==> config.mk <==
export PLATFORM = sky130hd
export DESIGN_NAME = mem_arbiter
export DESIGN_NICKNAME = d
export VERILOG_FILES = /design/src/rtl/mem_arbiter.sv
export SDC_FILE = /design/constraint.sdc
export NUM_CORES = 1
export LEC_CHECK = 0
export ABC_AREA = 1
export CAP_MARGIN = 25
export CORE_ASPECT_RATIO = 1.75
export CORE_MARGIN = 2
export CORE_UTILIZATION = 35
export DETAILED_ROUTE_END_ITERATION = 12
export DONT_BUFFER_PORTS = 1
export HOLD_SLACK_MARGIN = 0.12
export MAX_ROUTING_LAYER = met4
export PLACE_DENSITY = 0.54
export SLEW_MARGIN = 25
export SYNTH_ARGS = -nofsm -noshare
export SYNTH_HDL_FRONTEND = slang
export SYNTH_SLANG_ARGS = --single-unit
==> constraint.sdc <==
create_clock -name clk_in -period 6.13 [get_ports clk_in]
set_clock_uncertainty 0.15 [all_clocks]
set_input_delay 1.226 -clock clk_in [delete_from_list [all_inputs] [get_ports clk_in]]
set_output_delay 1.226 -clock clk_in [all_outputs]
set_load 0.02 [all_outputs]
==> src/rtl/mem_arbiter.sv <==
// mem_arbiter: byte-wide memory port shared between instruction fetch and LSU
module mem_arbiter (
    input  logic        clk_in,
    input  logic        rst_in,
    input  logic        rdy_in,
    input  logic        if_req,
    input  logic [31:0] if_addr,
    input  logic        if_flush,
    output logic        if_done,
    output logic [31:0] if_data,
    input  logic        lsu_req,
    input  logic        lsu_we,
    input  logic [1:0]  lsu_size,
    input  logic [31:0] lsu_addr,
    input  logic [31:0] lsu_wdata,
    output logic        lsu_done,
    output logic [31:0] lsu_rdata,
    input  logic [7:0]  mem_din,
    output logic [7:0]  mem_dout,
    output logic [31:0] mem_addr,
    output logic        mem_wr,
    output logic        busy
);
    typedef enum logic [1:0] {IDLE, READ, WRITE, DONE} state_t;
    state_t      r_state, w_next;
    logic        r_lsu, r_inflight, r_wr;
    logic [2:0]  r_n, r_issue, r_recv;
    logic [31:0] r_addr, r_wdata, r_buf, r_mem_addr, r_if_data, r_lsu_rdata;
    logic [7:0]  r_dout;
    logic        w_grant_if, w_flush;
    logic [2:0]  w_lsu_n, w_recv_next;
    logic [31:0] w_buf;

    assign w_grant_if  = if_req & ~if_flush;
    assign w_flush     = if_flush & rdy_in & ~r_lsu & (r_state == READ || r_state == DONE);
    assign w_lsu_n     = lsu_size[1] ? 3'd4 : (lsu_size[0] ? 3'd2 : 3'd1);
    assign w_recv_next = r_recv + {2'b00, r_inflight};
    assign if_done     = (r_state == DONE) & ~r_lsu & ~w_flush;
    assign lsu_done    = (r_state == DONE) & r_lsu;
    assign if_data     = r_if_data;
    assign lsu_rdata   = r_lsu_rdata;
    assign mem_addr    = r_mem_addr;
    assign mem_dout    = r_dout;
    assign mem_wr      = r_wr & rdy_in;
    assign busy        = r_state != IDLE;

    always_comb begin
        w_buf = r_buf;
        if (r_inflight) w_buf[{r_recv[1:0], 3'b000} +: 8] = mem_din;
    end

    always_comb begin
        w_next = r_state;
        if (rdy_in)
            case (r_state)
                IDLE:    w_next = lsu_req ? (lsu_we ? WRITE : READ) : (w_grant_if ? READ : IDLE);
                READ:    w_next = w_flush ? IDLE : ((w_recv_next == r_n) ? DONE : READ);
                WRITE:   w_next = (r_issue == r_n) ? DONE : WRITE;
                default: w_next = IDLE;
            endcase
    end

    always_ff @(posedge clk_in) begin
        if (rst_in) begin
            r_state     <= IDLE;
            r_lsu       <= 1'b0;
            r_inflight  <= 1'b0;
            r_wr        <= 1'b0;
            r_n         <= 3'd0;
            r_issue     <= 3'd0;
            r_recv      <= 3'd0;
            r_addr      <= 32'd0;
            r_wdata     <= 32'd0;
            r_buf       <= 32'd0;
            r_mem_addr  <= 32'd0;
            r_dout      <= 8'd0;
            r_if_data   <= 32'd0;
            r_lsu_rdata <= 32'd0;
        end else begin
            r_state <= w_next;
            if (!rdy_in) begin
                // a stalled read rewinds issue to the first byte not yet captured
                if (r_state == READ) begin
                    r_mem_addr <= r_addr + {29'd0, r_recv};
                    r_issue    <= r_recv + 3'd1;
                    r_inflight <= 1'b0;
                end
            end else
                case (r_state)
                    IDLE: if (lsu_req || w_grant_if) begin
                        r_lsu      <= lsu_req;
                        r_addr     <= lsu_req ? lsu_addr : if_addr;
                        r_mem_addr <= lsu_req ? lsu_addr : if_addr;
                        r_n        <= lsu_req ? w_lsu_n : 3'd4;
                        r_wdata    <= lsu_wdata;
                        r_dout     <= lsu_wdata[7:0];
                        r_wr       <= lsu_req & lsu_we;
                        r_issue    <= 3'd1;
                        r_recv     <= 3'd0;
                        r_inflight <= 1'b0;
                        r_buf      <= 32'd0;
                    end
                    READ: begin
                        r_inflight <= w_recv_next < r_issue;
                        r_recv     <= w_recv_next;
                        r_buf      <= w_buf;
                        if (r_issue < r_n) begin
                            r_mem_addr <= r_addr + {29'd0, r_issue};
                            r_issue    <= r_issue + 3'd1;
                        end
                        if (w_next == DONE) begin
                            if (r_lsu) r_lsu_rdata <= w_buf;
                            else r_if_data <= w_buf;
                        end
                    end
                    WRITE: begin
                        if (r_issue < r_n) begin
                            r_mem_addr <= r_addr + {29'd0, r_issue};
                            r_dout     <= r_wdata[{r_issue[1:0], 3'b000} +: 8];
                            r_issue    <= r_issue + 3'd1;
                        end else r_wr <= 1'b0;
                    end
                    default: ;
                endcase
        end
    end
endmodule

==> results.cfg, run 1 <==
[status]
status = complete, no violations

[worst_setup_path]
arrival_ns = 4.10
reg2reg_from = r_recv[0]
worst_setup_path_end_kind = flop
path_class = flop to flop
worstPathMaxFanout = 16
cp-start-kind = flop
regToRegEndpoint = mem_addr[18]
r2r_setup_slack_ns = 2.29
worstPathRequired_ns = 6.39
worst-r2r-cell-count = 15

[clock_network]
ctsResizeCount = 0
cts_hold_buffers = 0
cts.clk_slew.worst_paths_ns = 0.06
htreeDepth = 1
clockBufferDepth = 3
clock_latency_ns = 0.54
postCtsSetupRepairBufs = 0
clock-sinks = 214
cts_tree = yes
cts-root-buf = clkbuf_16
cts_buffers = 24

[yosys]
synth_area_um2 = 12100
yosys.cell_count.top_type = nand2_1
ys_dominant_reg_cell = dfxtp_1
netlist_instances = 1913
avgSynthCellArea_um2 = 6.33
yosys-top-cells-count = nand2_1, nor2_1, inv_1
ys_ff_latch = 214
async_flop_share_pct = 0
yosys.area.top_type_share_pct = 35.4
syn-num-nets = 2052
yosysSeqAreaShare_pct = 35.4
yosysTopAreaCell = dfxtp_1
synthTopCellsByArea = dfxtp_1, nand2_1, nor2_1
yosys_warnings = 0
synth_cell_type_count = 39
synth_edf_count = 0

[die]
num_io_pins = 221
die_x_um = 145
die_area_um2 = 36100
core.rowCount = 90
die_h_um = 250
core_area_um2 = 34200
initial_core_util_pct = 35.4

[hold_path]
min_path_type = flop to flop
min_to = r_buf[13]
worst_hold_startpoint = r_buf[13]
hold_depth = 2

[sta]
fin_crit_sh_pct = 62.7
setup_viol = 0
tns_ns = 0
holdWs_ns = 0.311
grt_setup_unrepaired = no
fin_crit_ns = 3.84
finalHoldViolCount = 0
slew-limit-headroom_pct = 35.2
max_freq_mhz = 260
final_max_slew_viol_count = 0
tightest_slew_ns = 0.971

[detailed_routing]
viasPerCell = 5.05
drc = 0
ant_nets = 0
vias = 11700
routed_wirelength_mm = 42.8
routedWlPerCell_um = 18.4
drt_iter0_drc = 706
dr.pass1.iters = 5

[pwr]
power.density_nw_per_um2 = 282
p_sw_share_pct = 31.4
seqPwrFrac_pct = 44.4
clockPowerShare_pct = 40.4
intPower_mw = 2.52
ir_worst_vdd_uv = 183
p_comb_share_pct = 15.2
power_leakage_nw = 5.54
p_switching_mw = 1.15

[placement]
io_buffers = 0
dp.final_hpwl_mm = 31.5
gp_congestion = 0.938

[layout]
nets = 1985
regArea_um2 = 4280
fillCellCount = 3820
synthToLayoutAreaGrowth_pct = 7.73
multiInputGateArea_um2 = 6320
layout-drive-gt1-share_pct = 5.42

[job]
drv_cap = 0

[grt]
gr-total-overflow = 0
antenna_found_initial = 1
grt_pass1_wl_mm = 64.9
grt_pass1_vias = 11300
grt_max_degree = 99
grt_usage_pct = 24.1
## cell usage in the layout (no fill, tap or decap), types with 8 or more instances in the layout
cell / Yosys / routed
a21oi_1: 122 / 122
a22oi_1: 21 / 21
a31oi_1: 9 / 9
buf_4: 11 / 8
clkbuf_16: 0 / 24
dfxtp_1: 214 / 214
ha_1: 24 / 24
inv_1: 253 / 252
nand2_1: 486 / 484
nand3_1: 97 / 97
nand4_1: 77 / 77
nor2_1: 275 / 274
o21ai_0: 130 / 130
o22ai_1: 14 / 14
or2_2: 27 / 27
## cell families (layout without fill, tap and decap cells)
group | after synthesis | after routing | share of synthesized area, %
flip-flops | 214 | 214 | 35.4
AND/OR/NAND/NOR | 985 | 985 | 34.4
multiplexers | 4 | 4 | 0.331
adder cells (fa/ha/maj) | 26 | 26 | 2.81
other | 0 | 1 | 0
XOR/XNOR | 4 | 4 | 0.290
AO/OA/AOI/OAI | 317 | 317 | 14.3
buffers and inverters | 363 | 314 | 12.4
## sequential cells by signal, indices dropped and copies added (netlist names), 2 cells and up
signal,count
r_n,3
mem_dout,8
lsu_rdata,32
r_issue,3
if_data,32
r_recv,3
r_buf,32
mem_addr,32
r_state,2
r_addr,32
r_wdata,32
## layout make-up
type | instances | share of cell area (%)
diodes | 1 | 0.0192
repair buffers | 8 | 0.461
multi-input cells | 1336 | 48.5
well taps | 460 | 4.41
clock buffers | 36 | 5.34
inverters | 262 | 7.56
flip-flops and latches | 214 | 32.9
clock inverters | 8 | 0.844
## power by group through the flow
stage | clock network [mW] | registers [mW] | logic, mW
final | 1.49 | 1.63 | 0.557
after global routing | 1.58 | 1.65 | 0.633
after CTS | 1.53 | 1.63 | 0.562
after detailed placement | 0 | 1.66 | 0.559
after global placement | 0 | 1.66 | 0.551
after floorplan | 0 | 1.62 | 0.450
## metrics by stage
stage / util (%) / std cells / setup slack [ns] / power, mW / cell area, um2
floorplan: - / 1913 / 2.90 / 2.07 / 12100
global placement: 35.7 / 2280 / 1.93 / 2.21 / 12200
detailed placement: 35.7 / 2280 / 1.96 / 2.22 / 12200
CTS: 38.1 / 2324 / 2.27 / 3.72 / 13000
global route: 38.1 / 2325 / 2.02 / 3.86 / 13000
finish: 38.1 / 2325 / 2.29 / 3.68 / 13000
## worst max-delay path by stage
stage	from	endpoint	slack, ns	cells after the start
6_report	r_recv[0]	mem_addr[18]	2.29	15
5_1_grt	r_recv[0]	mem_addr[18]	2.02	15
2_1_floorplan	rdy_in	mem_wr	2.90	4
3_3_place_gp	lsu_req	r_inflight	1.93	10
4_1_cts	r_recv[0]	mem_addr[18]	2.27	15
3_5_place_dp	lsu_req	r_inflight	1.96	10
## worst max-delay path, stage by stage, from the launching register on
cell and delay [ns]:
dfxtp_1 0.74, ha_1 0.31, inv_1 0.07, fa_1 0.40, inv_1 0.07, nand2_1 0.06, nand2_1 0.10, nand2_1 0.13
nor2_1 0.29, nand2_1 0.34, nor2_2 0.42, nand3_1 0.12, nand2_1 0.08, nor2_1 0.05, nor2_1 0.30, nor2_1 0.07
## metal layers
layer | track usage [%] | vias up | routed length (um)
li1 | - | 5964 | -
met1 | 23.5 | 5340 | 14900
met2 | 45.4 | 353 | 23500
met3 | 2.76 | 89 | 1960
met4 | 12.5 | 0 | 2510
met5 | - | - | 0
(Power assumes the default switching activity.)
==> inputs of run 2 (changes only) <==
--- a/config.mk
+++ b/config.mk
@@ -14,7 +14,7 @@
 export DONT_BUFFER_PORTS = 1
 export HOLD_SLACK_MARGIN = 0.12
 export MAX_ROUTING_LAYER = met4
-export PLACE_DENSITY = 0.54
+export PLACE_DENSITY = 0.56
 export SLEW_MARGIN = 25
 export SYNTH_ARGS = -nofsm -noshare
 export SYNTH_HDL_FRONTEND = slang
==> constraint.sdc (replaced) <==
create_clock -name clk_in -period 3.4 [get_ports clk_in]
set_clock_uncertainty 0.15 [all_clocks]
set_input_delay 0.68 -clock clk_in [delete_from_list [all_inputs] [get_ports clk_in]]
set_output_delay 0.68 -clock clk_in [all_outputs]
set_load 0.02 [all_outputs]
==> results.cfg, run 2 (synthesis results as in run 1) <==
[clock_network]
htreeDepth = 1
cts.clk_slew.worst_paths_ns = 0.06
cts-root-buf = clkbuf_16
clock-sinks = 214
cts_buffers = 23
clock_latency_ns = 0.53
clockBufferDepth = 3
cts_tree = yes

[worst_setup_path]
worstPathRequired_ns = 3.67
worstPathMaxFanout = 7
worst_setup_path_end_kind = flop
path_class = flop to flop
arrival_ns = 3.32
cp-start-kind = flop

[sta]
finalHoldViolCount = 0
max_freq_mhz = 327
fin_crit_sh_pct = 89.8
tightest_slew_ns = 0.615
final_max_slew_viol_count = 0
setup_viol = 0
grt_setup_unrepaired = no
setup_ws_ns = 0.346
fin_crit_ns = 3.05
slew-limit-headroom_pct = 59.0
tns_ns = 0

[layout]
nets = 2001
layout-drive-gt1-share_pct = 6.34
layout_common_cells = nand2_1, nor2_1, inv_1
mostFrequentLayoutCell = nand2_1
fillCellCount = 3781
multiInputGateArea_um2 = 6330
synthToLayoutAreaGrowth_pct = 9.43
fin_cells = 2338
regArea_um2 = 4280

[job]
drv_cap = 0

[placement]
dp.final_hpwl_mm = 32.1
dp_slack_ns = 0.240
gp_congestion = 1.05
dp_cells = 2296
io_buffers = 0

[grt]
gr-total-overflow = 0
grt_max_degree = 118
antenna_found_initial = 2
grt_usage_pct = 23.9
grt_pass1_wl_mm = 64.5
grt_pass1_vias = 11500

[detailed_routing]
routedWlPerCell_um = 18.3
drc = 0
vias = 11800
dr.pass1.iters = 5
routed_wirelength_mm = 42.7
drt_iter0_drc = 624
ant_nets = 0
viasPerCell = 5.04

[die]
initial_core_util_pct = 35.4
core_area_um2 = 34200
die_area_um2 = 36100
num_io_pins = 221
die_x_um = 145
core.rowCount = 90
die_h_um = 250

[hold_path]
min_path_type = input pin to flop

[pwr]
ir_worst_vdd_uv = 333
power.density_nw_per_um2 = 510
power_leakage_nw = 5.65

[status]
status = complete, no violations
[run 2: cell count changes in the layout (fill, tap and decap cells not counted), sizes merged]
cell | before | now
buf | 8 | 25
bufinv | 2 | 5
clkbuf | 36 | 26
clkinv | 6 | 8
diode | 1 | 2
[run 2: layout make-up]
class,count,share of cell area (%)
Timing Repair Buffer,25,1.95
Sequential cell,214,32.3
Multi-Input combinational cell,1336,47.8
Inverter,262,7.44
Clock inverter,13,1.50
Antenna cell,2,0.0378
Tap cell,460,4.35
Clock buffer,26,4.58
[run 2: through the flow]
step / hold WS, ns / util, % / instance area, um2 / power, mW
after global routing: 0.126 / 38.7 / 13200 / 7.09
after CTS: 0.124 / 38.7 / 13200 / 6.86
after detailed placement: 0.297 / 36.2 / 12400 / 4.05
final: 0.144 / 38.7 / 13200 / 6.76
after global placement: 0.293 / 36.2 / 12400 / 4.04
after floorplan: 0.280 / - / 12100 / 3.73
[run 2: layer usage]
layer | track usage, % | wire [um] | vias up
li1 | - | - | 5999
met1 | 22.5 | 14600 | 5333
met2 | 45.1 | 23400 | 345
met3 | 2.55 | 1800 | 118
met4 | 14.8 | 2960 | 0
met5 | - | 0 | -
[run 2: final timing paths]
| kind | slack [ns] | cells after the start | to | start |
|---|---|---|---|---|
| worst max register to register | 0.35 | 14 | mem_addr[30] | r_recv[1] |
| worst min-delay path | 0.14 | 2 | r_wdata[2] | lsu_wdata[2] |
| worst min register to register | 0.31 | 2 | r_wdata[15] | r_wdata[15] |
| worst max-delay path | 0.35 | 14 | mem_addr[30] | r_recv[1] |
[run 2: power by group]
part | switching (mW) | total (mW) | internal [mW] | leakage, nW
clock network | 1.10 | 2.76 | 1.66 | 0.394
logic | 0.733 | 1.06 | 0.331 | 3.51
registers | 0.254 | 2.94 | 2.68 | 1.75
[run 2: what timing repair did]
item / CTS / global route
hold buffers: 1 / 0
resized for setup: 0 / 1
buffers inserted: 0 / 0
setup endpoints to repair: 0 / 3
hold endpoints to repair: 49 / 0
[run 2: critical path, cell delays in order, from the launching register on]
cell and delay, ns:
dfxtp_1 0.48, inv_1 0.18, fa_1 0.48, inv_1 0.07
nand2_1 0.06, nand2_1 0.09, nand2_1 0.13, nor2_1 0.32
nand2_1 0.31, nor2_4 0.30, nand3_1 0.10, nand2_1 0.07
nor2_1 0.04, nor2_1 0.13, nor2_1 0.05
